### src/rtl/mouse_pkg.sv
// Shared state encoding, PS/2 command/response bytes and cursor record for the mouse sequencer.
// MOUSE_SAMPLE_RATE_EN adds the set-sample-rate states to the encoding.
package mouse_pkg;

   typedef enum logic [3:0] {
      S_IDLE,
      S_SEND_RST,
      S_WAIT_ACK_RST,
      S_WAIT_BAT,
      S_WAIT_ID,
`ifdef MOUSE_SAMPLE_RATE_EN
      S_SEND_RATE,
      S_WAIT_ACK_RATE,
      S_SEND_ARG,
      S_WAIT_ACK_ARG,
`endif
      S_SEND_EN,
      S_WAIT_ACK_EN,
      S_STREAM,
      S_FAIL
   } state_t;

   localparam logic [7:0] CMD_RESET  = 8'hFF;
   localparam logic [7:0] CMD_ENABLE = 8'hF4;
   localparam logic [7:0] CMD_RATE   = 8'hF3;
   localparam logic [7:0] RSP_ACK    = 8'hFA;
   localparam logic [7:0] RSP_RESEND = 8'hFE;
   localparam logic [7:0] RSP_BAT_OK = 8'hAA;
   localparam logic [7:0] RSP_ID     = 8'h00;

   typedef struct packed {
      logic [7:0] x;
      logic [7:0] y;
      logic       l;
      logic       r;
      logic       m;
   } cursor_t;

endpackage

### src/rtl/mouse_init_ctrl_if.sv
// Byte-level link between the mouse sequencer (master) and the PS/2 transceiver (slave).
interface mouse_init_ctrl_if;
   logic [7:0] tx_data;
   logic       tx_valid;
   logic       tx_ready;
   logic [7:0] rx_data;
   logic       rx_valid;
   logic       rx_error;

   modport master (output tx_data, tx_valid, input tx_ready, rx_data, rx_valid, rx_error);
   modport slave  (input tx_data, tx_valid, output tx_ready, rx_data, rx_valid, rx_error);
endinterface

### src/rtl/mouse_packet_accum.sv
// Assembles 3-byte PS/2 movement packets and applies them to a clamped cursor position.
module mouse_packet_accum
   import mouse_pkg::*;
#(
   parameter int X_MAX      = 160,
   parameter int Y_MAX      = 120,
   parameter int GAP_CYCLES = 100_000
) (
   input  logic       clock,
   input  logic       reset,
   input  logic       active,
   input  logic [7:0] rx_data,
   input  logic       rx_valid,
   input  logic       rx_error,
   output logic [7:0] x,
   output logic [7:0] y,
   output logic       l_click,
   output logic       r_click,
   output logic       m_click,
   output logic       packet_valid
);

   localparam int GW = $clog2(GAP_CYCLES + 1);
   localparam logic signed [10:0] X_LIM = 11'(X_MAX - 1);
   localparam logic signed [10:0] Y_LIM = 11'(Y_MAX - 1);

   logic [1:0]         idx;
   logic [7:0]         b0, b1;
   logic [GW-1:0]      gap_cnt;
   logic signed [10:0] dx, dy, xs, ys;
   cursor_t            cur, cur_nxt;

   // byte2 is consumed straight off rx_data so the update lands one cycle after it arrives
   always_comb begin
      dx = b0[6] ? 11'sd0 : {{3{b0[4]}}, b1};
      dy = b0[7] ? 11'sd0 : {{3{b0[5]}}, rx_data};
      xs = $signed({3'b000, cur.x}) + dx;
      ys = $signed({3'b000, cur.y}) - dy;
      cur_nxt.x = (xs < 11'sd0) ? 8'd0 : (xs > X_LIM) ? X_LIM[7:0] : xs[7:0];
      cur_nxt.y = (ys < 11'sd0) ? 8'd0 : (ys > Y_LIM) ? Y_LIM[7:0] : ys[7:0];
      cur_nxt.l = b0[0];
      cur_nxt.r = b0[1];
      cur_nxt.m = b0[2];
   end

   always_ff @(posedge clock or negedge reset) begin
      if (!reset) begin
         idx          <= '0;
         b0           <= '0;
         b1           <= '0;
         gap_cnt      <= '0;
         packet_valid <= 1'b0;
         cur          <= '{x: 8'(X_MAX / 2), y: 8'(Y_MAX / 2), l: 1'b0, r: 1'b0, m: 1'b0};
      end else begin
         packet_valid <= 1'b0;
         if (!active || rx_error) begin
            idx     <= '0;
            gap_cnt <= '0;
         end else if (rx_valid) begin
            gap_cnt <= '0;
            case (idx)
               // bit3 is always set in a real header byte; anything else means we are out of sync
               2'd0: if (rx_data[3]) begin
                  b0  <= rx_data;
                  idx <= 2'd1;
               end
               2'd1: begin
                  b1  <= rx_data;
                  idx <= 2'd2;
               end
               default: begin
                  idx          <= '0;
                  cur          <= cur_nxt;
                  packet_valid <= 1'b1;
               end
            endcase
         end else if (idx != 2'd0) begin
            if (gap_cnt == GW'(GAP_CYCLES - 1)) begin
               idx     <= '0;
               gap_cnt <= '0;
            end else begin
               gap_cnt <= gap_cnt + GW'(1);
            end
         end
      end
   end

   assign x       = cur.x;
   assign y       = cur.y;
   assign l_click = cur.l;
   assign r_click = cur.r;
   assign m_click = cur.m;

endmodule

### src/rtl/mouse_init_ctrl.sv
// PS/2 mouse host sequencer: reset/BAT/ID/enable handshake with retries, then streams cursor updates.
// Define MOUSE_SAMPLE_RATE_EN to also program the sample rate (SAMPLE_RATE) before enabling reporting.
module mouse_init_ctrl
   import mouse_pkg::*;
#(
`ifdef MOUSE_SAMPLE_RATE_EN
   parameter logic [7:0] SAMPLE_RATE = 8'd100,
`endif
   parameter int X_MAX          = 160,
   parameter int Y_MAX          = 120,
   parameter int TIMEOUT_CYCLES = 10_000_000,
   parameter int GAP_CYCLES     = 100_000,
   parameter int RETRY_MAX      = 3
) (
   input  logic               clock,
   input  logic               reset,
   input  logic               enable,
   mouse_init_ctrl_if.master  ps2,
   output logic [7:0]         x,
   output logic [7:0]         y,
   output logic               l_click,
   output logic               r_click,
   output logic               m_click,
   output logic               packet_valid,
   output logic               ready,
   output logic               init_fail
);

   localparam int CNT_W = $clog2(TIMEOUT_CYCLES + 1);
   localparam int RW    = $clog2(RETRY_MAX + 1);

   state_t           state, ok_st, rs_st, sent_st;
   logic             is_wait, is_ack, ok_send;
   logic [7:0]       exp_byte, ok_cmd, rs_cmd;
   logic [CNT_W-1:0] wait_cnt;
   logic [RW-1:0]    retry_cnt;
   logic             timeout, rx_good, rx_resend, wait_fail, out_of_retries, stream_en;

   // Per-state decode: expected reply, where a good reply leads, and what a resend re-issues
   always_comb begin
      is_wait  = 1'b0;
      is_ack   = 1'b0;
      ok_send  = 1'b0;
      exp_byte = RSP_ACK;
      ok_st    = state;
      ok_cmd   = CMD_RESET;
      rs_st    = S_SEND_RST;
      rs_cmd   = CMD_RESET;
      sent_st  = state;
      case (state)
         S_SEND_RST:     sent_st = S_WAIT_ACK_RST;
         S_WAIT_ACK_RST: begin is_wait = 1'b1; is_ack = 1'b1; ok_st = S_WAIT_BAT; end
         S_WAIT_BAT:     begin is_wait = 1'b1; exp_byte = RSP_BAT_OK; ok_st = S_WAIT_ID; end
         S_WAIT_ID: begin
            is_wait  = 1'b1;
            exp_byte = RSP_ID;
            ok_send  = 1'b1;
`ifdef MOUSE_SAMPLE_RATE_EN
            ok_st    = S_SEND_RATE;
            ok_cmd   = CMD_RATE;
`else
            ok_st    = S_SEND_EN;
            ok_cmd   = CMD_ENABLE;
`endif
         end
`ifdef MOUSE_SAMPLE_RATE_EN
         S_SEND_RATE:    sent_st = S_WAIT_ACK_RATE;
         S_WAIT_ACK_RATE: begin
            is_wait = 1'b1; is_ack = 1'b1; ok_send = 1'b1;
            ok_st   = S_SEND_ARG; ok_cmd = SAMPLE_RATE;
            rs_st   = S_SEND_RATE; rs_cmd = CMD_RATE;
         end
         S_SEND_ARG:     sent_st = S_WAIT_ACK_ARG;
         S_WAIT_ACK_ARG: begin
            is_wait = 1'b1; is_ack = 1'b1; ok_send = 1'b1;
            ok_st   = S_SEND_EN; ok_cmd = CMD_ENABLE;
            rs_st   = S_SEND_ARG; rs_cmd = SAMPLE_RATE;
         end
`endif
         S_SEND_EN:      sent_st = S_WAIT_ACK_EN;
         S_WAIT_ACK_EN: begin
            is_wait = 1'b1; is_ack = 1'b1;
            ok_st   = S_STREAM;
            rs_st   = S_SEND_EN; rs_cmd = CMD_ENABLE;
         end
         default: ;
      endcase
   end

   // A received byte always wins over a same-cycle timeout
   assign timeout        = (wait_cnt == CNT_W'(TIMEOUT_CYCLES - 1));
   assign rx_good        = is_wait && ps2.rx_valid && !ps2.rx_error && (ps2.rx_data == exp_byte);
   assign rx_resend      = is_ack && ps2.rx_valid && !ps2.rx_error && (ps2.rx_data == RSP_RESEND);
   assign wait_fail      = is_wait && !rx_good && !rx_resend && (ps2.rx_valid || ps2.rx_error || timeout);
   assign out_of_retries = (retry_cnt == RW'(RETRY_MAX - 1));
   assign stream_en      = enable && (state == S_STREAM);

   always_ff @(posedge clock or negedge reset) begin
      if (!reset) begin
         state        <= S_IDLE;
         retry_cnt    <= '0;
         wait_cnt     <= '0;
         ps2.tx_valid <= 1'b0;
         ps2.tx_data  <= '0;
         ready        <= 1'b0;
         init_fail    <= 1'b0;
      end else if (!enable) begin
         state        <= S_IDLE;
         wait_cnt     <= '0;
         ps2.tx_valid <= 1'b0;
         ready        <= 1'b0;
      end else begin
         wait_cnt <= is_wait ? wait_cnt + CNT_W'(1) : '0;
         case (state)
            S_IDLE: begin
               state        <= S_SEND_RST;
               retry_cnt    <= '0;
               ps2.tx_valid <= 1'b1;
               ps2.tx_data  <= CMD_RESET;
            end
            S_STREAM, S_FAIL: ;
            default: begin
               if (!is_wait) begin
                  if (ps2.tx_valid && ps2.tx_ready) begin
                     ps2.tx_valid <= 1'b0;
                     state        <= sent_st;
                  end
               end else if (rx_good) begin
                  state        <= ok_st;
                  wait_cnt     <= '0;
                  ps2.tx_valid <= ok_send;
                  if (ok_send) ps2.tx_data <= ok_cmd;
                  if (ok_st == S_STREAM) begin
                     ready     <= 1'b1;
                     retry_cnt <= '0;
                  end
               end else if (rx_resend || wait_fail) begin
                  wait_cnt <= '0;
                  if (out_of_retries) begin
                     state        <= S_FAIL;
                     init_fail    <= 1'b1;
                     ps2.tx_valid <= 1'b0;
                  end else begin
                     retry_cnt    <= retry_cnt + RW'(1);
                     state        <= rx_resend ? rs_st : S_SEND_RST;
                     ps2.tx_valid <= 1'b1;
                     ps2.tx_data  <= rx_resend ? rs_cmd : CMD_RESET;
                  end
               end
            end
         endcase
      end
   end

   mouse_packet_accum #(
      .X_MAX      (X_MAX),
      .Y_MAX      (Y_MAX),
      .GAP_CYCLES (GAP_CYCLES)
   ) u_accum (
      .clock        (clock),
      .reset        (reset),
      .active       (stream_en),
      .rx_data      (ps2.rx_data),
      .rx_valid     (ps2.rx_valid),
      .rx_error     (ps2.rx_error),
      .x            (x),
      .y            (y),
      .l_click      (l_click),
      .r_click      (r_click),
      .m_click      (m_click),
      .packet_valid (packet_valid)
   );

endmodule

### src/flat_wrapper.sv
// flat-port wrapper written by rule: the top's interface ports become plain ports
module mouse_init_ctrl_flat import mouse_pkg::*;
#(

   parameter int X_MAX          = 160,
   parameter int Y_MAX          = 120,
   parameter int TIMEOUT_CYCLES = 10_000_000,
   parameter int GAP_CYCLES     = 100_000,
   parameter int RETRY_MAX      = 3
)
  (clock, reset, enable, x, y, l_click, r_click, m_click, packet_valid, ready, init_fail, ps2_tx_data, ps2_tx_valid, ps2_tx_ready, ps2_rx_data, ps2_rx_valid, ps2_rx_error);
  mouse_init_ctrl_if ps2_i ();
  input  logic clock;
  input  logic reset;
  input  logic enable;
  output logic [7:0] x;
  output logic [7:0] y;
  output logic l_click;
  output logic r_click;
  output logic m_click;
  output logic packet_valid;
  output logic ready;
  output logic init_fail;
  output wire logic [$bits(ps2_i.tx_data)-1:0] ps2_tx_data;
  output wire logic [$bits(ps2_i.tx_valid)-1:0] ps2_tx_valid;
  input wire logic [$bits(ps2_i.tx_ready)-1:0] ps2_tx_ready;
  input wire logic [$bits(ps2_i.rx_data)-1:0] ps2_rx_data;
  input wire logic [$bits(ps2_i.rx_valid)-1:0] ps2_rx_valid;
  input wire logic [$bits(ps2_i.rx_error)-1:0] ps2_rx_error;
  assign ps2_tx_data = ps2_i.tx_data;
  assign ps2_tx_valid = ps2_i.tx_valid;
  assign ps2_i.tx_ready = ps2_tx_ready;
  assign ps2_i.rx_data = ps2_rx_data;
  assign ps2_i.rx_valid = ps2_rx_valid;
  assign ps2_i.rx_error = ps2_rx_error;
  mouse_init_ctrl #(.X_MAX(X_MAX), .Y_MAX(Y_MAX), .TIMEOUT_CYCLES(TIMEOUT_CYCLES), .GAP_CYCLES(GAP_CYCLES), .RETRY_MAX(RETRY_MAX)) u_core (.clock(clock), .reset(reset), .enable(enable), .ps2(ps2_i), .x(x), .y(y), .l_click(l_click), .r_click(r_click), .m_click(m_click), .packet_valid(packet_valid), .ready(ready), .init_fail(init_fail));
endmodule
### config.mk
export PLATFORM = sky130hd
export DESIGN_NAME = mouse_init_ctrl_flat
export DESIGN_NICKNAME = d
export VERILOG_FILES = /design/src/rtl/mouse_pkg.sv /design/src/rtl/mouse_init_ctrl_if.sv /design/src/rtl/mouse_packet_accum.sv /design/src/rtl/mouse_init_ctrl.sv /design/src/flat_wrapper.sv
export SDC_FILE = /design/constraint.sdc
export NUM_CORES = 1
export LEC_CHECK = 0
export BUFFER_PORTS_ARGS = -buffer_cell sky130_fd_sc_hd__buf_2
export CAP_MARGIN = 20
export CORE_MARGIN = 1.5
export CORE_UTILIZATION = 45
export CTS_BUF_LIST = sky130_fd_sc_hd__clkbuf_4
export DETAILED_ROUTE_END_ITERATION = 8
export PLACE_DENSITY = 0.7
export SLEW_MARGIN = 20
export SYNTH_ARGS = -nofsm -noshare
export SYNTH_HDL_FRONTEND = slang
export SYNTH_SLANG_ARGS = --single-unit
### constraint.sdc
create_clock -name clock -period 2.4 [get_ports clock]
set_input_delay 0.72 -clock clock [delete_from_list [all_inputs] [get_ports clock]]
set_output_delay 0.72 -clock clock [all_outputs]
set_load 0.01 [all_outputs]
==> results of run 1 <==
-- through the flow --
| stage | worst slack [ns] | TNS (ns) | cell area, um2 |
|---|---|---|---|
| after CTS | -0.0815 | -0.410 | 6570 |
| after global placement | -0.463 | -4.16 | 6180 |
| after global routing | -0.214 | -1.89 | 6820 |
| after detailed placement | -0.527 | -5.68 | 6180 |
| after floorplan | -0.153 | -0.602 | 5410 |
| final | -0.110 | -0.629 | 6820 |
-- cell families (layout without fill, tap and decap cells) --
logic type	Yosys count	after routing	share of synthesized area (%)
muxes	16	16	3.33
AOI/OAI and AO/OA	113	113	14.9
adders and majority gates	22	22	5.40
buffers and inverters	48	164	4.03
other	0	1	0
and+or+nand+nor	241	241	23.8
xor gates and xnor gates	43	43	7.01
DFF	89	89	41.6
-- layout make-up --
cell class	count	area, um2	share of cell area [%]
Inverter	22	82.6	1.21
Tap cell	143	179	2.62
Timing Repair Buffer	126	877	12.9
Multi-Input combinational cell	435	3300	48.4
Sequential cell	89	2240	32.8
Clock inverter	6	67.6	0.991
Clock buffer	10	75.1	1.10
Antenna cell	1	2.50	0.0367
-- worst max-delay path by stage --
stage,to,slack [ns],from
after floorplan,u_core.u_accum.y[0]$_DFFE_PN0P_,-0.15,ps2_rx_data[0]
after global placement,u_core.u_accum.y[0]$_DFFE_PN0P_,-0.46,ps2_rx_data[0]
after detailed placement,u_core.u_accum.y[0]$_DFFE_PN0P_,-0.53,ps2_rx_data[0]
after CTS,u_core.u_accum.y[0]$_DFFE_PN0P_,-0.08,u_core.u_accum.b0[7]$_DFFE_PN0P_
after global routing,u_core.u_accum.y[3]$_DFFE_PN1P_,-0.21,u_core.u_accum.b0[7]$_DFFE_PN0P_
final,u_core.u_accum.y[0]$_DFFE_PN0P_,-0.11,u_core.u_accum.b0[7]$_DFFE_PN0P_
-- routing by layer --
layer,routed length [um],vias up,share of wire (%),global-route usage [%]
met5,0,-,0,0
met4,341,0,2.5,7.68
met3,502,26,3.7,4.54
met2,6540,105,49,34.9
met1,6070,2310,45,28.2
li1,-,2271,-,-
-- where the power goes --
group | switching, mW | internal [mW] | total, mW | leakage (nW)
clock network | 0.533 | 0.333 | 0.865 | 0.0730
logic | 0.353 | 0.260 | 0.613 | 1.84
registers | 0.0391 | 1.55 | 1.59 | 1.20
total | 0.925 | 2.14 | 3.07 | 3.11
-- synth_stat cells, types with 3 or more instances --
cell,number,area [um2]
sky130_fd_sc_hd__dfrtp_1,83,2080
sky130_fd_sc_hd__nor2_1,63,236
sky130_fd_sc_hd__nand2_1,42,158
sky130_fd_sc_hd__nand3_1,29,145
sky130_fd_sc_hd__xor2_1,24,210
sky130_fd_sc_hd__o21ai_0,22,110
sky130_fd_sc_hd__ha_1,20,250
sky130_fd_sc_hd__inv_1,20,75.1
sky130_fd_sc_hd__nand2b_1,19,119
sky130_fd_sc_hd__xnor2_1,19,166
sky130_fd_sc_hd__a21oi_1,17,85.1
sky130_fd_sc_hd__mux2_2,15,169
sky130_fd_sc_hd__nor2b_1,15,93.8
sky130_fd_sc_hd__clkbuf_1,14,52.6
sky130_fd_sc_hd__nand4_1,13,81.3
sky130_fd_sc_hd__a21o_1,11,82.6
sky130_fd_sc_hd__a31oi_1,10,62.6
sky130_fd_sc_hd__nor3_1,10,50.1
sky130_fd_sc_hd__and3_1,7,43.8
sky130_fd_sc_hd__and2_1,6,37.5
sky130_fd_sc_hd__buf_4,6,45.0
sky130_fd_sc_hd__dfstp_2,6,158
sky130_fd_sc_hd__nor4b_1,5,43.8
sky130_fd_sc_hd__o31ai_1,5,37.5
sky130_fd_sc_hd__a22oi_1,4,30.0
sky130_fd_sc_hd__and4_1,4,35.0
sky130_fd_sc_hd__buf_2,4,20.0
sky130_fd_sc_hd__o21bai_1,4,30.0
sky130_fd_sc_hd__a211oi_1,3,22.5
sky130_fd_sc_hd__a32o_1,3,30.0
sky130_fd_sc_hd__and3b_1,3,26.3
sky130_fd_sc_hd__o211ai_1,3,22.5
sky130_fd_sc_hd__o21a_1,3,22.5
sky130_fd_sc_hd__o22ai_1,3,18.8
sky130_fd_sc_hd__or2_2,3,18.8
sky130_fd_sc_hd__or3_1,3,18.8
sky130_fd_sc_hd__or4_1,3,22.5
-- flip-flops by register name (all words and copies together) (netlist names), 2 cells and up --
signal	cells
u_core.wait_cnt	24
u_core.u_accum.gap_cnt	17
u_core.u_accum.b1	8
u_core.u_accum.x	8
u_core.u_accum.y	8
u_core.u_accum.b0	7
u_core.state	4
u_core.ps2.tx_data	2
u_core.retry_cnt	2
u_core.u_accum.idx	2
-- what timing repair did --
item                                    4_1_cts  5_1_grt
buffers inserted                              9        6
pin swaps                                    16       22
endpoints found under the setup margin       19       23
hold buffers                                  0        0
gates cloned                                  0        0
resized for setup                            44       39
-- worst reg2reg max path, delay by kind of cell (launching register included) --
family | cells | cell delay (ns)
buf+inv | 1 | 0.19
fa+ha+maj | 2 | 0.53
flops | 1 | 0.48
compound gates | 4 | 0.76
simple gates | 3 | 0.47
==> reports/metrics.yaml, run 1 <==
sta:
  achievable-frequency_mhz: 398
  finalSetupViolations: 9
  post-route-min-period_ns: 2.51
  timing.max_slew.rel_slack_pct: 50.0
  final_hold_violation_count: 0
  grt_setup_unrepaired: "yes"
  slew_viol_final: 0
  holdWs_ns: 0.207
  finalCritPeriodShare_pct: 105
  timing.final.ws_setup_ns: -0.110
  timing.clock.skew_ns: 0.0196
  tightestPinTransition_ns: 0.747
place:
  hpwlAfterDp_um: 9250
  port_buffers: 44
  routabilityCongestion: 0.907
  post-place-cells: 801
final_layout:
  area.growth.synth_to_final_pct: 26.9
  postLayoutCoreUtil_pct: 59.2
  layout.cells.non_filler: 832
  layout_common_cells: "sky130_fd_sc_hd__dfrtp_1, sky130_fd_sc_hd__buf_4, sky130_fd_sc_hd__nor2_1, sky130_fd_sc_hd__buf_2, sky130_fd_sc_hd__nand2_1"
  layout_commonest_cell: "sky130_fd_sc_hd__dfrtp_1"
  n_fill_cell: 973
  finalNetCount: 719
  fraction_of_layout_instances_using_a_drive_strength_above_1_pct: 33.4
die:
  coreArea_um2: 11500
  die_y_um: 112
  die_width_um: 112
  die_area_um2: 12600
  start_util_pct: 46.7
  floorplan.rows: 39
  num_io_pins: 45
clock_network:
  clockRootBuffer: "sky130_fd_sc_hd__clkbuf_4"
  clkTransAtPathRegs_ns: 0.15
  cts.path.max_buffers: 2
  cts-buffers-inserted: 9
  h-tree-depth: 3
  tritoncts: "yes"
  clock_latency_ns: 0.46
  clock-sinks: 89
drt:
  vias_per_cell: 5.66
  detail_route.drc_violations: 0
  route.final.wire_length_um: 13500
  via_count: 4712
  dr.first_iter.drc_count: 209
  drtPass1Iterations: 6
  drtAntennaViolNets: 0
  wl_per_cell_um: 16.2
synthesis:
  ys_types: 74
  syn-cell-area_um2: 5370
  yosys_most_used_dff: "sky130_fd_sc_hd__dfrtp_1"
  synthesis.instances: 572
  total_of_flip_flops_plus_latches_after_synthesis: 89
  synth.avg_cell_area_um2: 9.39
  synth.net_count: 608
  yosys_warnings: 0
  synth-edff-count: 0
  synth.yosys.seq_area_share_pct: 41.6
  postSynth.asyncResetShare_pct: 100
power_and_ir_drop:
  leakage_component_of_the_power_nw: 3.11
  vdd.ir_drop.worst_uv: 408
  power.density_cell_area_nw_per_um2: 450
  finalPower_mw: 3.07
critical_path:
  rr_worst_depth: 10
  reg2reg_to: "u_core.u_accum.y[0]$_DFFE_PN0P_"
  critPathSlowestCell: "sky130_fd_sc_hd__dfrtp_2"
  timing.rr.start: "u_core.u_accum.b0[7]$_DFFE_PN0P_"
  cp_num_buf_inv: 1
  worst-endpoint-required_ns: 2.78
  crit_family: "compound AO/OA/AOI/OAI gates"
  cp-start-kind: "register"
  cp_cell_sequence: "nor2b_2 -> ha_2 -> fa_2 -> nand3b_1 -> buf_4 -> and2_4 -> o311a_4 -> a31oi_4 -> a21oi_4 -> o21bai_1"
  setup.worst_path.class: "reg2reg"
  setup.reg_to_reg.worst_slack_ns: -0.11
  worstPathMaxFanout: 6
  worstSetupPathDepth: 10
  delay_of_the_slowest_cell_on_the_worst_path_ns: 0.48
  cp.arrival_ns: 2.89
  worstSetupEndpointType: "register"
grt:
  first_global_vias: 4585
  grt_start_max_net_pins: 40
  grt_first_pass_wirelength_um: 21700
  grt_remaining_overflow: 0
  grt_antenna_before_repair: 1
  track_usage_pct: 21.3
worst_hold_path:
  worstHoldPathType: "in2async"
status:
  violated_checks: "setup timing"
  run_status: "finished, violations left"
job:
  cap_viol_max_count: 0
(Power assumes the default switching activity.)
==> run 2: changes to the inputs <==
--- a/config.mk
+++ b/config.mk
@@ -11,8 +11,10 @@
 export CORE_UTILIZATION = 45
 export CTS_BUF_LIST = sky130_fd_sc_hd__clkbuf_4
 export DETAILED_ROUTE_END_ITERATION = 8
+export GPL_TIMING_DRIVEN = 0
 export PLACE_DENSITY = 0.7
 export SLEW_MARGIN = 20
 export SYNTH_ARGS = -nofsm -noshare
 export SYNTH_HDL_FRONTEND = slang
+export SYNTH_HIERARCHICAL = 1
 export SYNTH_SLANG_ARGS = --single-unit
==> run 2 against run 1 <==
Effect of this change:
- the run ends with DRC, setup timing left
- largest cell class unchanged
- global-route usage is 1.2 points lower
- flip-flop and latch count stayed put
- via count is 2.3% lower
- largest power group unchanged
- utilization is 2.5 points lower
- critical path depth is 4 lower
- die area hardly changed
- design area is 4.2% lower
- combinational power is 16% higher
- routed wire length is 3.6% lower
- clock skew is 0.0067 ns lower
- sequential share of layout area is 1.5 points higher
- area after synthesis hardly changed
==> reports/metrics.yaml, run 2 <==
status:
  run_status: "finished, violations left"
  violated_checks: "DRC, setup timing"
clock_network:
  cts.path.max_buffers: 2
  clockRootBuffer: "sky130_fd_sc_hd__clkbuf_4"
  post_cts_hold_buffer_count: 0
  clkTransAtPathRegs_ns: 0.14
  clock_latency_ns: 0.45
  cts-buffers-inserted: 9
  tritoncts: "yes"
  h-tree-depth: 3
  clock-sinks: 89
critical_path:
  worst-endpoint-required_ns: 2.76
  worstPathMaxFanout: 5
  setup.reg_to_reg.worst_slack_ns: -0.21
  rr_worst_depth: 6
  reg2reg_to: "u_core/ps2.tx_data[6]$_DFFE_PN0P_"
  timing.rr.start: "u_core/state[0]$_DFFE_PN0P_"
  setup.worst_path.class: "reg2reg"
  cp.arrival_ns: 2.97
  worstSetupEndpointType: "register"
  cp-start-kind: "register"
die:
  start_util_pct: 46.7
  coreArea_um2: 11500
  floorplan.rows: 39
  die_area_um2: 12600
  die_y_um: 112
  die_width_um: 112
  num_io_pins: 45
synthesis:
  synth-edff-count: 0
  synth.avg_cell_area_um2: 9.55
  yosys_warnings: 6
  synth_most_common_cell: "sky130_fd_sc_hd__dfrtp_1"
  ys_types: 81
  yosys_most_used_dff: "sky130_fd_sc_hd__dfrtp_1"
  yosys.area.top_type_share_pct: 38.6
  synthTopCellsByArea: "sky130_fd_sc_hd__dfrtp_1, sky130_fd_sc_hd__ha_1, sky130_fd_sc_hd__nor2_1"
  synth.yosys.seq_area_share_pct: 41.6
  ys_top_cells_by_count: "sky130_fd_sc_hd__dfrtp_1, sky130_fd_sc_hd__nor2_1, sky130_fd_sc_hd__nand2_1, sky130_fd_sc_hd__o21ai_0, sky130_fd_sc_hd__nand3_1"
  total_of_flip_flops_plus_latches_after_synthesis: 89
  synth.net_count: 599
  syn-cell-area_um2: 5370
  postSynth.asyncResetShare_pct: 100
  synthDominantAreaCellType: "sky130_fd_sc_hd__dfrtp_1"
  synthesis.instances: 563
drt:
  wl_per_cell_um: 16.4
  detail_route.drc_violations: 3
  vias_per_cell: 5.81
  drtAntennaViolNets: 0
  route.final.wire_length_um: 13000
  drtPass1Iterations: 9
  dr.first_iter.drc_count: 353
  via_count: 4603
place:
  hpwlAfterDp_um: 8510
  post-place-cells: 751
  port_buffers: 44
  routabilityCongestion: 0.906
sta:
  grt_setup_unrepaired: "yes"
  finalCritPeriodShare_pct: 109
  final_hold_violation_count: 0
  timing.max_slew.rel_slack_pct: 48.6
  tightestPinTransition_ns: 0.763
  finalSetupViolations: 24
  finalSetupTns_ns: -1.99
  timing.clock.skew_ns: 0.0129
  achievable-frequency_mhz: 383
  slew_viol_final: 0
  post-route-min-period_ns: 2.61
  timing.final.ws_setup_ns: -0.211
power_and_ir_drop:
  vdd.ir_drop.worst_uv: 400
  power.density_cell_area_nw_per_um2: 500
  leakage_component_of_the_power_nw: 2.87
grt:
  track_usage_pct: 20.2
  grt_remaining_overflow: 0
  grt_first_pass_wirelength_um: 20700
  grt_antenna_before_repair: 0
  first_global_vias: 4459
  grt_start_max_net_pins: 46
final_layout:
  area.growth.synth_to_final_pct: 21.6
  reg_top3: "u_core/wait_cnt x24, u_core/u_accum/gap_cnt x17"
  multi_input_comb_area_um2: 3290
  postLayoutCoreUtil_pct: 56.7
  n_fill_cell: 1007
  layout.cells.non_filler: 792
  regMostFlops: "u_core/wait_cnt"
  layout_common_cells: "sky130_fd_sc_hd__dfrtp_1, sky130_fd_sc_hd__nor2_1, sky130_fd_sc_hd__buf_2, sky130_fd_sc_hd__nand2_1, sky130_fd_sc_hd__buf_4"
  fraction_of_layout_instances_using_a_drive_strength_above_1_pct: 31.0
  diodes: 0
  layout.area.seq_um2: 2240
  layout_commonest_cell: "sky130_fd_sc_hd__dfrtp_1"
  largest_register_ffs: 24
  finalNetCount: 680
worst_hold_path:
  worstHoldPathType: "in2async"
job:
  cap_viol_max_count: 0
[run 2: changes by cell type in the layout (fill, tap and decap cells not counted), sizes merged, moves of 5 or more]
cell / previous run / this run
nor2: 64 / 59
xor2: 24 / 19
a21oi: 17 / 25
xnor2: 19 / 14
a31oi: 10 / 2
buf: 126 / 83
or3: 3 / 11
clkbuf: 10 / 19
o21ai: 22 / 36
nor3: 10 / 5
[run 2: worst max-delay path, stage by stage (launching register included)]
cell	delay (ns)
sky130_fd_sc_hd__dfrtp_1	0.45
sky130_fd_sc_hd__or3b_1	0.41
sky130_fd_sc_hd__a2111o_1	0.41
sky130_fd_sc_hd__a2111oi_4	0.45
sky130_fd_sc_hd__mux2_4	0.34
sky130_fd_sc_hd__o221a_4	0.23
sky130_fd_sc_hd__or2_4	0.22
[run 2: layer usage]
metal  GRT usage [%]  share of wire [%]
met1            25.4                 44
met2            34.8                 50
met3            4.59                4.5
met4            6.08                1.7
met5               0                  0
[run 2: repair_timing]
item,CTS,global route
gates resized for setup,32,66
endpoints found under the hold margin,0,0
setup endpoints to repair,50,72
pin swaps,10,31
buffers inserted,11,16
gates cloned,1,0
[run 2: where the power goes]
group	internal, mW	switching, mW
Combinational	0.315	0.395
Clock	0.444	0.513
Sequential	1.55	0.0510
[run 2: cell type report]
cell class / instances / share of cell area, %
buffer: 18 / 1.65
clock buffer: 11 / 1.26
clock inverter: 5 / 1.23
inverter: 19 / 1.15
multi-input combinational: 434 / 50.4
sequential: 89 / 34.3
tap: 143 / 2.74
timing repair buffer: 73 / 7.28
[run 2: cell families after synthesis]
group | count (synthesis) | synth area share (%)
adders and majority gates | 22 | 5.40
buffers and inverters | 40 | 3.33
DFF | 89 | 41.6
muxes | 21 | 4.28
and+or+nand+nor | 237 | 23.7
AOI/OAI and AO/OA | 121 | 16.3
xor gates and xnor gates | 33 | 5.38
[run 2: metrics by stage]
step	total power [mW]	cell area [um2]	hold WS [ns]	setup WS (ns)
after CTS	3.19	6170	0.255	-0.158
after detailed placement	2.14	5810	0.454	-0.439
final	3.27	6530	0.250	-0.211
after global placement	2.12	5780	0.447	-0.411
after global routing	3.44	6530	0.272	-0.286
after floorplan	1.98	5380	0.424	-0.125
[run 2: worst max-delay path by stage]
| stage | from | end | cells past startpoint |
|---|---|---|---|
| CTS | u_core/state[1]$_DFFE_PN0P_ | u_core/ps2.tx_data[6]$_DFFE_PN0P_ | 6 |
| floorplan | u_core/state[0]$_DFFE_PN0P_ | u_core/ps2.tx_data[6]$_DFFE_PN0P_ | 6 |
| global placement | ps2_rx_data[0] | u_core/u_accum/y[3]$_DFFE_PN1P_ | 10 |
| global route | u_core/state[0]$_DFFE_PN0P_ | u_core/state[0]$_DFFE_PN0P_ | 8 |
| detailed placement | ps2_rx_data[0] | u_core/u_accum/y[3]$_DFFE_PN1P_ | 10 |
| finish | u_core/state[0]$_DFFE_PN0P_ | u_core/ps2.tx_data[6]$_DFFE_PN0P_ | 6 |
==> run 3: changes to the inputs <==
--- a/config.mk
+++ b/config.mk
@@ -5,6 +5,8 @@
 export SDC_FILE = /design/constraint.sdc
 export NUM_CORES = 1
 export LEC_CHECK = 0
+export ABC_AREA = 1
+export ABC_CLOCK_PERIOD_IN_PS = 2400
 export BUFFER_PORTS_ARGS = -buffer_cell sky130_fd_sc_hd__buf_2
 export CAP_MARGIN = 20
 export CORE_MARGIN = 1.5
==> run 3 against run 2 <==
Effect of this change:
- the run now ends clean
- critical path depth increased by 8
- via count increased by 17%
- register-to-register slack improved by 0.34 ns
- clock power increased by 6%
- largest cell class unchanged
- largest power group unchanged
==> reports/metrics.yaml, run 3 <==
status:
  run_status: "completed"
synthesis:
  synth.avg_cell_area_um2: 7.03
  synthDominantAreaCellType: "sky130_fd_sc_hd__dfrtp_1"
  synth.net_count: 887
  synth-edff-count: 0
  ys_top_cells_by_count: "sky130_fd_sc_hd__nand2_1, sky130_fd_sc_hd__inv_1, sky130_fd_sc_hd__nor2_1, sky130_fd_sc_hd__dfrtp_1, sky130_fd_sc_hd__nand3_1"
  total_of_flip_flops_plus_latches_after_synthesis: 89
  synth.yosys.seq_area_share_pct: 37.3
  yosys.area.top_type_share_pct: 34.7
  syn-cell-area_um2: 5990
  ys_types: 41
  synthesis.instances: 851
  yosys_most_used_dff: "sky130_fd_sc_hd__dfrtp_1"
  postSynth.asyncResetShare_pct: 100
  synth_most_common_cell: "sky130_fd_sc_hd__nand2_1"
  yosys_warnings: 6
  synthTopCellsByArea: "sky130_fd_sc_hd__dfrtp_1, sky130_fd_sc_hd__nand2_1, sky130_fd_sc_hd__inv_1"
sta:
  grt_setup_unrepaired: "yes"
  slew_viol_final: 0
  finalCritPeriodShare_pct: 94.7
  tightestPinTransition_ns: 0.581
  final_hold_violation_count: 0
  achievable-frequency_mhz: 440
  timing.clock.skew_ns: 0.0119
  finalSetupViolations: 0
  timing.max_slew.rel_slack_pct: 61.3
  post-route-min-period_ns: 2.27
grt:
  track_usage_pct: 20.0
  grt_remaining_overflow: 0
  global_route.usage.met2_pct: 33.0
  grt_first_pass_wirelength_um: 23300
  grt_busiest_layer: "met2"
  global_route.usage.met1_pct: 26.9
  grt_antenna_before_repair: 1
  grt_start_max_net_pins: 47
  first_global_vias: 5092
  grt_use_met3_pct: 3.52
critical_path:
  setup.worst_path.class: "reg2reg"
  cp.arrival_ns: 2.65
  worst-endpoint-required_ns: 2.78
  cp-start-kind: "register"
  worstSetupEndpointType: "register"
  worstPathMaxFanout: 10
clock_network:
  h-tree-depth: 3
  clockRootBuffer: "sky130_fd_sc_hd__clkbuf_4"
  tritoncts: "yes"
  clock-sinks: 89
  clkTransAtPathRegs_ns: 0.15
  cts.path.max_buffers: 2
  cts-buffers-inserted: 9
  clock_latency_ns: 0.47
final_layout:
  largest_register_ffs: 24
  postLayoutCoreUtil_pct: 52.4
  regMostFlops: "u_core/wait_cnt"
  fraction_of_layout_instances_using_a_drive_strength_above_1_pct: 16.2
  layout.cells.non_filler: 1090
  reg_top3: "u_core/wait_cnt x24, u_core/u_accum/gap_cnt x17"
  finalNetCount: 948
  layout_commonest_cell: "sky130_fd_sc_hd__nand2_1"
  area.growth.synth_to_final_pct: 11.8
  layout_common_cells: "sky130_fd_sc_hd__nand2_1, sky130_fd_sc_hd__inv_1, sky130_fd_sc_hd__nor2_1, sky130_fd_sc_hd__dfrtp_1, sky130_fd_sc_hd__nand3_1"
drt:
  vias_per_cell: 4.92
  via_count: 5363
  wl_per_cell_um: 12.0
  drtAntennaViolNets: 0
  drtPass1Iterations: 5
  route.final.wire_length_um: 13100
  dr.first_iter.drc_count: 337
  detail_route.drc_violations: 0
die:
  num_io_pins: 45
  die_area_um2: 14000
  floorplan.rows: 41
  die_width_um: 118
  coreArea_um2: 12800
  start_util_pct: 46.9
  die_y_um: 118
place:
  routabilityCongestion: 0.883
  port_buffers: 44
  hpwlAfterDp_um: 10000
  post-place-cells: 1068
power_and_ir_drop:
  vdd.ir_drop.worst_uv: 825
  netSwitchingPower_mw: 1.18
  p_int_mw: 2.26
  leakage_component_of_the_power_nw: 3.34
  combinational_power_share_pct: 23.9
  swShare_pct: 34.2
  clock_power_share_pct: 29.4
  power.density_cell_area_nw_per_um2: 515
  power.sequential.fraction_pct: 46.7
worst_hold_path:
  worstHoldPathType: "in2async"
job:
  cap_viol_max_count: 0
run 3: timing repair:
item / CTS / global route
hold buffers: 0 / 0
buffers inserted: 0 / 5
gates resized for setup: 3 / 9
setup endpoints to repair: 4 / 20
pin swaps: 1 / 2
run 3: final timing paths:
check | from | to | slack, ns | cells after the start
hold / removal | reset | u_core/u_accum/y[7]$_DFFE_PN0P_ | 0.14 | 1
setup / recovery | u_core/u_accum/b0[6]$_DFFE_PN0P_ | u_core/u_accum/x[5]$_DFFE_PN0P_ | 0.13 | 14
setup reg to reg | u_core/u_accum/b0[6]$_DFFE_PN0P_ | u_core/u_accum/x[5]$_DFFE_PN0P_ | 0.13 | 14
min in group clock | u_core/u_accum/l_click$_DFFE_PN0P_ | u_core/u_accum/l_click$_DFFE_PN0P_ | 0.48 | 2
max in group asynchronous | reset | u_core/wait_cnt[10]$_DFF_PN0_ | 1.69 | 2
hold reg to reg | u_core/u_accum/l_click$_DFFE_PN0P_ | u_core/u_accum/l_click$_DFFE_PN0P_ | 0.48 | 2
run 3: worst max-delay path: stages (launching register included):
cell and delay, ns:
sky130_fd_sc_hd__dfrtp_1 0.39, sky130_fd_sc_hd__buf_4 0.17, sky130_fd_sc_hd__nor2_4 0.12, sky130_fd_sc_hd__ha_2 0.19, sky130_fd_sc_hd__inv_1 0.06, sky130_fd_sc_hd__fa_2 0.36, sky130_fd_sc_hd__inv_1 0.09, sky130_fd_sc_hd__nand3_1 0.06
sky130_fd_sc_hd__nand3_1 0.11, sky130_fd_sc_hd__nand2_1 0.09, sky130_fd_sc_hd__nand2_1 0.07, sky130_fd_sc_hd__nand4_1 0.11, sky130_fd_sc_hd__buf_4 0.17, sky130_fd_sc_hd__nand3_1 0.12, sky130_fd_sc_hd__o21ai_1 0.07
run 3: per-layer routing:
layer,wire length (um),part of all wire (%),up-vias
met3,450,3.4,12
met5,0,0,-
met4,202,1.5,0
met2,5980,46,77
met1,6470,49,2452
li1,-,-,2822
run 3: cell type report:
cell class / count / area [um2]
Timing Repair Buffer: 50 / 292
Clock inverter: 7 / 101
Clock buffer: 9 / 67.6
Inverter: 124 / 470
Fill cell: 1249 / 6080
Antenna cell: 1 / 2.50
Sequential cell: 89 / 2230
Tap cell: 172 / 215
Buffer: 16 / 108
Multi-Input combinational cell: 622 / 3200
run 3: logic make-up (layout without fill, tap and decap cells):
group	after synthesis	after routing	share of synthesized area [%]
other cells	0	1	0
compound gates	70	70	6.12
fa+ha+maj	22	22	4.85
xor+xnor	19	19	2.78
simple gates	511	511	39.3
flops	89	89	37.3
buf+inv	140	206	9.59
run 3: per-stage QoR:
| stage | worst slack [ns] | total power, mW | TNS [ns] | hold slack [ns] | instance area [um2] |
|---|---|---|---|---|---|
| 2_1_floorplan | 0.0485 | 2.22 | 0 | 0.424 | 5990 |
| 3_3_place_gp | -0.358 | 2.44 | -22.49 | 0.449 | 6420 |
| 3_5_place_dp | -0.407 | 2.45 | -4.94 | 0.454 | 6450 |
| 4_1_cts | 0.000576 | 3.48 | 0 | 0.130 | 6630 |
| 5_1_grt | -0.0258 | 3.66 | -0.0779 | 0.140 | 6690 |
| 6_report | 0.128 | 3.44 | 0 | 0.144 | 6690 |
run 3: power by group through the flow:
stage / logic, mW / clock network, mW / registers (mW)
after global routing: 0.938 / 1.11 / 1.62
after detailed placement: 0.815 / 0 / 1.63
after global placement: 0.803 / 0 / 1.63
after floorplan: 0.585 / 0 / 1.64
after CTS: 0.821 / 1.05 / 1.61
final: 0.823 / 1.01 / 1.61
